### config.mk
export PLATFORM = sky130hd
export DESIGN_NAME = data_mem_sequencer
export DESIGN_NICKNAME = d
export VERILOG_FILES = /design/src/rtl/data_mem_sequencer.sv
export SDC_FILE = /design/constraint.sdc
export NUM_CORES = 1
export LEC_CHECK = 0
export CAP_MARGIN = 40
export CORE_MARGIN = 10
export CORE_UTILIZATION = 46
export CTS_BUF_LIST = sky130_fd_sc_hd__clkbuf_16
export CTS_CLUSTER_DIAMETER = 30
export DETAILED_ROUTE_END_ITERATION = 10
export PLACE_DENSITY = 0.79
export SYNTH_ARGS = -nofsm -noshare
export SYNTH_HDL_FRONTEND = slang
export SYNTH_SLANG_ARGS = --single-unit
### constraint.sdc
create_clock -name clk -period 1.8 [get_ports clk]
set_input_delay 0.36 -clock clk [delete_from_list [all_inputs] [get_ports clk]]
set_output_delay 0.36 -clock clk [all_outputs]
set_load 0.05 [all_outputs]
### src/rtl/data_mem_sequencer.sv
// data_mem_sequencer: sequences core load/store accesses onto a req/ready data memory
// with lane steering, load extension, misalignment and timeout reporting.
module data_mem_sequencer #(
  parameter int DATA_WIDTH = 32,
  parameter int ADDR_WIDTH = 32,
  parameter int TIMEOUT    = 15
) (
  input  logic                  clk,
  input  logic                  rst_n,
  input  logic                  mem_en,
  input  logic                  mem_we,
  input  logic [2:0]            modeBU,
  input  logic [ADDR_WIDTH-1:0] addr,
  input  logic [DATA_WIDTH-1:0] wdata,
  output logic                  stall,
  output logic                  done,
  output logic [DATA_WIDTH-1:0] rdata,
  output logic                  misalign_err,
  output logic                  timeout_err,
  output logic                  dm_req,
  output logic                  dm_we,
  output logic [ADDR_WIDTH-1:0] dm_addr,
  output logic [3:0]            dm_be,
  output logic [DATA_WIDTH-1:0] dm_wdata,
  input  logic                  dm_ready,
  input  logic [DATA_WIDTH-1:0] dm_rdata
);
  localparam logic [1:0] IDLE = 2'd0, REQ = 2'd1, DONE = 2'd2, ERR = 2'd3;
  localparam int CW = (TIMEOUT < 2) ? 1 : $clog2(TIMEOUT);
  localparam logic [CW-1:0] LAST = CW'(TIMEOUT - 1);
  logic [1:0]            state_q, state_d;
  logic [CW-1:0]         cnt_q, cnt_d;
  logic                  we_q, we_d, tout_q, tout_d;
  logic [2:0]            mode_q, mode_d;
  logic [ADDR_WIDTH-1:0] addr_q, addr_d;
  logic [DATA_WIDTH-1:0] wdata_q, wdata_d, rdata_q, rdata_d, ext;
  logic [7:0]            lbyte;
  logic [15:0]           lhalf;
  logic                  illegal, in_req;
  assign illegal = (modeBU == 3'd0) || (modeBU == 3'd6) || (modeBU == 3'd7) ||
                   (mem_we && modeBU[2]) ||
                   ((modeBU == 3'd2 || modeBU == 3'd4) && addr[0]) ||
                   (modeBU == 3'd1 && addr[1:0] != 2'b00);
  assign lbyte = dm_rdata[{addr_q[1:0], 3'b000} +: 8];
  assign lhalf = dm_rdata[{addr_q[1], 4'b0000} +: 16];
  assign ext = mode_q == 3'd3 ? {{(DATA_WIDTH-8){lbyte[7]}}, lbyte} :
               mode_q == 3'd5 ? {{(DATA_WIDTH-8){1'b0}}, lbyte} :
               mode_q == 3'd2 ? {{(DATA_WIDTH-16){lhalf[15]}}, lhalf} :
               mode_q == 3'd4 ? {{(DATA_WIDTH-16){1'b0}}, lhalf} : dm_rdata;
  always_comb begin
    state_d = state_q;
    cnt_d   = cnt_q;
    we_d    = we_q;
    mode_d  = mode_q;
    addr_d  = addr_q;
    wdata_d = wdata_q;
    rdata_d = rdata_q;
    tout_d  = tout_q;
    case (state_q)
      IDLE: begin
        we_d    = mem_we;
        mode_d  = modeBU;
        addr_d  = addr;
        wdata_d = wdata;
        cnt_d   = '0;
        tout_d  = 1'b0;
        rdata_d = '0;
        state_d = mem_en ? (illegal ? ERR : REQ) : IDLE;
      end
      REQ: begin
        // a ready in the final wait cycle still counts as success
        if (dm_ready) begin
          state_d = DONE;
          rdata_d = we_q ? '0 : ext;
        end else if (cnt_q == LAST) begin
          state_d = DONE;
          tout_d  = 1'b1;
          rdata_d = '0;
        end else begin
          cnt_d = cnt_q + 1'b1;
        end
      end
      default: state_d = IDLE;
    endcase
  end
  always_ff @(posedge clk or negedge rst_n) begin
    if (!rst_n) begin
      state_q <= IDLE;
      cnt_q   <= '0;
      we_q    <= 1'b0;
      mode_q  <= '0;
      addr_q  <= '0;
      wdata_q <= '0;
      rdata_q <= '0;
      tout_q  <= 1'b0;
    end else begin
      state_q <= state_d;
      cnt_q   <= cnt_d;
      we_q    <= we_d;
      mode_q  <= mode_d;
      addr_q  <= addr_d;
      wdata_q <= wdata_d;
      rdata_q <= rdata_d;
      tout_q  <= tout_d;
    end
  end
  assign in_req       = state_q == REQ;
  // stall is gated by rst_n so it drops with reset even while mem_en is held
  assign stall        = rst_n && (state_q == IDLE ? mem_en : in_req);
  assign done         = state_q == DONE || state_q == ERR;
  assign misalign_err = state_q == ERR;
  assign timeout_err  = state_q == DONE && tout_q;
  assign rdata        = state_q == DONE ? rdata_q : '0;
  assign dm_req       = in_req;
  assign dm_we        = in_req && we_q;
  assign dm_addr      = in_req ? {addr_q[ADDR_WIDTH-1:2], 2'b00} : '0;
  assign dm_be        = !in_req ? 4'b0000 : !we_q ? 4'b1111 :
                        (mode_q == 3'd3) ? 4'b0001 << addr_q[1:0] :
                        (mode_q == 3'd2) ? (addr_q[1] ? 4'b1100 : 4'b0011) : 4'b1111;
  assign dm_wdata     = !in_req ? '0 :
                        (mode_q == 3'd3) ? {4{wdata_q[7:0]}} :
                        (mode_q == 3'd2) ? {2{wdata_q[15:0]}} : wdata_q;
endmodule

# [Word level (Yosys, flattened, before mapping)]
# Index checks and enable logic that the tools add are counted.
[word_totals] output_inout_bits=106 memories=0 romBits=0 reg_bits=107 ramBits=0 latch_bits=0
[op_classes] n_lt_le_gt_ge=0 addsub=1 bitwise_logic=0 n_reduce_logical=20 div_mod_pow=0 n_mux=30 shifts=3 n_mul=0 n_eq_ne=17
[op_table] operator="32-bit two-way mux" count=12
[op_table] operator="32-bit one-hot mux with 2 select lines" count=1
[op_table] operator="32-bit by 6-bit indexed part select with 16-bit output" count=1
[op_table] operator="32-bit by 6-bit indexed part select with 8-bit output" count=1
[op_table] operator="4-bit two-way mux" count=7
[op_table] operator="3-bit equality test (second input constant)" count=5
[op_table] operator="3-bit by 2-bit equality test with 1-bit output (second input constant)" count=3
[op_table] operator="2-bit two-way mux" count=4
[op_table] operator="4-bit one-hot mux with 2 select lines" count=1
[op_table] operator="1-bit logical OR" count=7
[op_table] operator="1-bit logical AND" count=6
[op_table] operator="3-bit AND reduction" count=2
[op_table] operator="4-bit by 1-bit adder with 4-bit output (second input constant)" count=1
[op_table] operator="2-bit equality test (second input constant)" count=2
[op_table] operator="4-bit equality test (second input constant)" count=1
[op_table] operator="2-bit != test (second input constant)" count=2
[op_table] operator="2-bit one-hot mux with 2 select lines" count=1
[op_table] operator="2-bit nonzero test" count=2
[op_table] operator="1-bit by 2-bit left shift with 4-bit output (first input constant)" count=1
[op_table] operator="3-bit by 1-bit equality test with 1-bit output (second input constant)" count=1
[op_table] operator="3-bit logical NOT" count=1
[op_table] operator="1-bit two-way mux" count=3
[op_table] operator="3-bit by 2-bit != test with 1-bit output (second input constant)" count=1
[op_table] operator="2-bit by 1-bit equality test with 1-bit output (second input constant)" count=1
[op_table] operator="4 further kinds" count=4

# [Depth between registers and ports, before layout]
[logic_depth] ltp_word=9 ltp_mapped=7 depth_no_buf=6

# [Least setup slack after synthesis]
# OpenSTA, ideal clock, no wires.
[synth_timing] path_kind="register -> output" start="reg mode_q[0]" end="out dm_wdata[30]" n_path_buf=3 arrival_time_ps=2216 slack_ps=-776 stages_incl_launch_ff=6 cell_sequence="dfrtp_1 > buf_2 > buf_2 > buf_2 > mux2i_1 > a211oi_1"
[synth_via] elab_chain_cells=4 elab_cells_between_ends=5
[synth_lines] item="start, declared" line_no="34" rtl="logic [2:0] mode_q, mode_d;"
[synth_lines] item="start signal, assigned" line_no="100" rtl="mode_q <= mode_d;"
[synth_lines] item="3-bit by 2-bit equality test with 1-bit output" line_no="122" rtl="(mode_q == 3'd2) ? {2{wdata_q[15:0]}} : wdata_q;"
[synth_lines] item="32-bit two-way mux" line_no="122"
[synth_lines] item="32-bit two-way mux *" line_no="121" rtl="(mode_q == 3'd3) ? {4{wdata_q[7:0]}} :"
[synth_lines] item="32-bit two-way mux *" line_no="120" rtl="assign dm_wdata = !in_req ? '0 :"
[synth_lines] item="end, declared" line_no="24" rtl="output logic [DATA_WIDTH-1:0] dm_wdata,"
# Every way passes the cells marked *; elsewhere a longest branch is shown, timed or not.

# [Worst setup path after layout]
[layout_timing] start="reg mode_q[0]" end="out dm_wdata[25]"
# The elaborated chain is that of the path after synthesis.

==> run metrics <==
status complete, but fails checks; violated checks setup timing; Core ar. 12600 sq um; fin crit share 1.17; pins over their slew limit 0; Antenna diodes 0; final setup fails 140; synthesis-stage register bit count 107; WP data required approximately 1.4 ns; Post-Syn Area per Cell about 10 sq um; Syn. warnings 0; most frequent cells in the layout dfrtp_1 (104), clkdlybuf4s50_1 (102), buf_12 (81); register area share after synthesis 0.451; first-pass GRT wire length 39000 um; drt pass-1 iters 5; Num CTS Buffers 9; GP Congestion between 0.9 and 1; final wirelength roughly 26000 um; Primary FF master, synth dfrtp_1; critical path fanouts, max 17; Async SR Flop Fraction 1.00; CTS clk-pin slew, worst paths 0.07 ns; grt ovf 0; count of input and output buffers about 210; Initial Util 0.470; Die Ht between 100 and 150 um; vias 5923; Avg WL per Cell approximately 25 um; endpoints failing hold 0; CTS H-Tree Depth 3; # nets final 939; Static Leak roughly 4.5 nW; initial antenna violation count 1; 1st-iter DRT viols around 600; layout cells sized above 1 0.511; Slew @ Worst Pin roughly 0.6 ns; setup TNS -18.56 ns; Critical Path Start Type flop; GRT Total Usage 0.278; Final Critical Period about 2.1 ns; largest net degree at the start of global routing about 110; max-cap viol count 0; clk buf depth 2; worst reg2reg path startpoint state_q[0]; cell count after synthesis 584; residual DRC count 0; commonest non-fill, non-tap cell in the layout dfrtp_1; Worst Skew ~0.0088 ns; P per Cell Area roughly 2000 nW/um^2; Netlist cell types 43; vias in the first global route ~6400; die area around 18000 sq um; Max VDD drop about 0.0015 V; Place WS -0.219 ns; Post-Layout Cell Count between 1000 and 1500; Rows 41; f_max around 470 MHz; synthesis-to-finish area growth 80.5%; total power between 0.02 and 0.025 W; EDFF count, synth 0; Setup crit start mode_q[0]; Vias/cell about 5.9; Crit Path Class reg -> out; unrepaired setup endpoints after global routing yes; placed cells roughly 960; Clock Sinks ~110; DP HPWL about 15000 um; Die Span X about 130 um; clock root buffer master clkbuf_16; Routed Antenna Nets 0; Core Util, Final 0.849; Register-to-Register Path Depth 6; worst skew pair latency roughly 0.35 ns; Setup crit end kind output port; Hold-fix buffers, CTS 0; Post-Synthesis Cell Area slightly below 6000 sq um; Arr. time, crit path ~1.8 ns; CTS tree done; slew margin rel. 0.603; setup ws final -0.308 ns; Hold Path Class in -> async; IO Count 210
-- per-layer routing --
metal / track usage / part of all wire
met5: 0 / 0.00051
met4: 0.112 / 0.044
met3: 0.0970 / 0.097
met2: 0.467 / 0.50
met1: 0.317 / 0.36
-- timing repair --
action / CTS / global route
pin swaps: 44 / 16
buffers inserted: 25 / 8
gates resized for setup: 204 / 38
gates cloned: 12 / 1
endpoints found under the setup margin: 107 / 116
-- registers in the layout, indices dropped and copies added (netlist names) --
name,count
addr_q,32
cnt_q,4
mode_q,3
rdata_q,32
state_q,2
tout_q,1
wdata_q,32
we_q,1
-- cell families (layout without fill, tap and decap cells) --
| kind of cell | after synthesis | count (layout) | share of synthesized area |
|---|---|---|---|
| AO/OA/AOI/OAI | 128 | 128 | 0.133 |
| other | 1 | 2 | 0.000632 |
| XOR/XNOR | 2 | 2 | 0.00611 |
| flip-flops | 107 | 107 | 0.451 |
| adder cells (fa/ha/maj) | 2 | 2 | 0.00422 |
| multiplexers | 88 | 88 | 0.180 |
| buffers and inverters | 51 | 303 | 0.0419 |
| AND/OR/NAND/NOR | 205 | 206 | 0.182 |
-- synthesized netlist by cell type (2+ instances only) --
master    number  area share
nor2_1        15      0.0095
clkbuf_1      25       0.016
ha_1           2      0.0042
and2_1        73       0.077
buf_1          2      0.0013
o41ai_1        2      0.0030
mux2i_1        9       0.015
a21oi_1       32       0.027
nand2b_1       6      0.0063
nor3_1         2      0.0017
dfrtp_1      107        0.45
nand3_1       17       0.014
buf_4          4      0.0051
o21ai_2       10       0.015
and3_1         8      0.0084
mux2_2        69        0.13
buf_2         15       0.013
a211oi_1       8       0.010
inv_1          3      0.0019
a22o_1         3      0.0044
a31oi_1        6      0.0063
o221ai_1       8       0.012
nand2_1       65       0.041
o21ai_1        2      0.0017
mux4_2         7       0.027
o21ai_0       49       0.041
o31ai_1        2      0.0025
nor2b_1       14       0.015
mux2_4         3      0.0076
nor3b_1        3      0.0038
-- through the flow --
step           hold slack (ns)  area [sq um]
2_1_floorplan           0.0644          6390
3_3_place_gp             0.456          9290
3_5_place_dp             0.459          9290
4_1_cts                  0.142         10700
5_1_grt                  0.133         10700
6_report                0.0851         10700
-- path summary, 6_finish.rpt --
check	endpoint	slack (ns)
hold / removal	rdata_q[3]	0.09
hold reg to reg	rdata_q[30]	0.48
min in group clk	rdata_q[30]	0.48
max in group asynchronous	mode_q[0]	1.24
setup reg to reg	wdata_q[11]	-0.05
setup / recovery	dm_wdata[25]	-0.31
-- critical path, stage by stage, from the launching register on --
cell	delay [ns]
dfrtp_2	0.47
buf_12	0.18
mux2i_1	0.18
a211oi_4	0.38
buf_12	0.18
-- where the power goes --
group | internal, W | switching (W)
registers | 0.00344 | 0.000996
logic | 0.00680 | 0.00781
clock network | 0.000936 | 0.000942
total | 0.0112 | 0.00975
-- cell type report --
type | instances | area, sq um
clock buffers | 9 | 225
clock inverters | 7 | 42.5
fillers | 595 | 1910
inverters | 3 | 37.5
multi-input cells | 428 | 3700
flip-flops and latches | 107 | 2680
well taps | 172 | 215
repair buffers | 284 | 3820
Note: power is estimated with default switching activity, not from simulation.
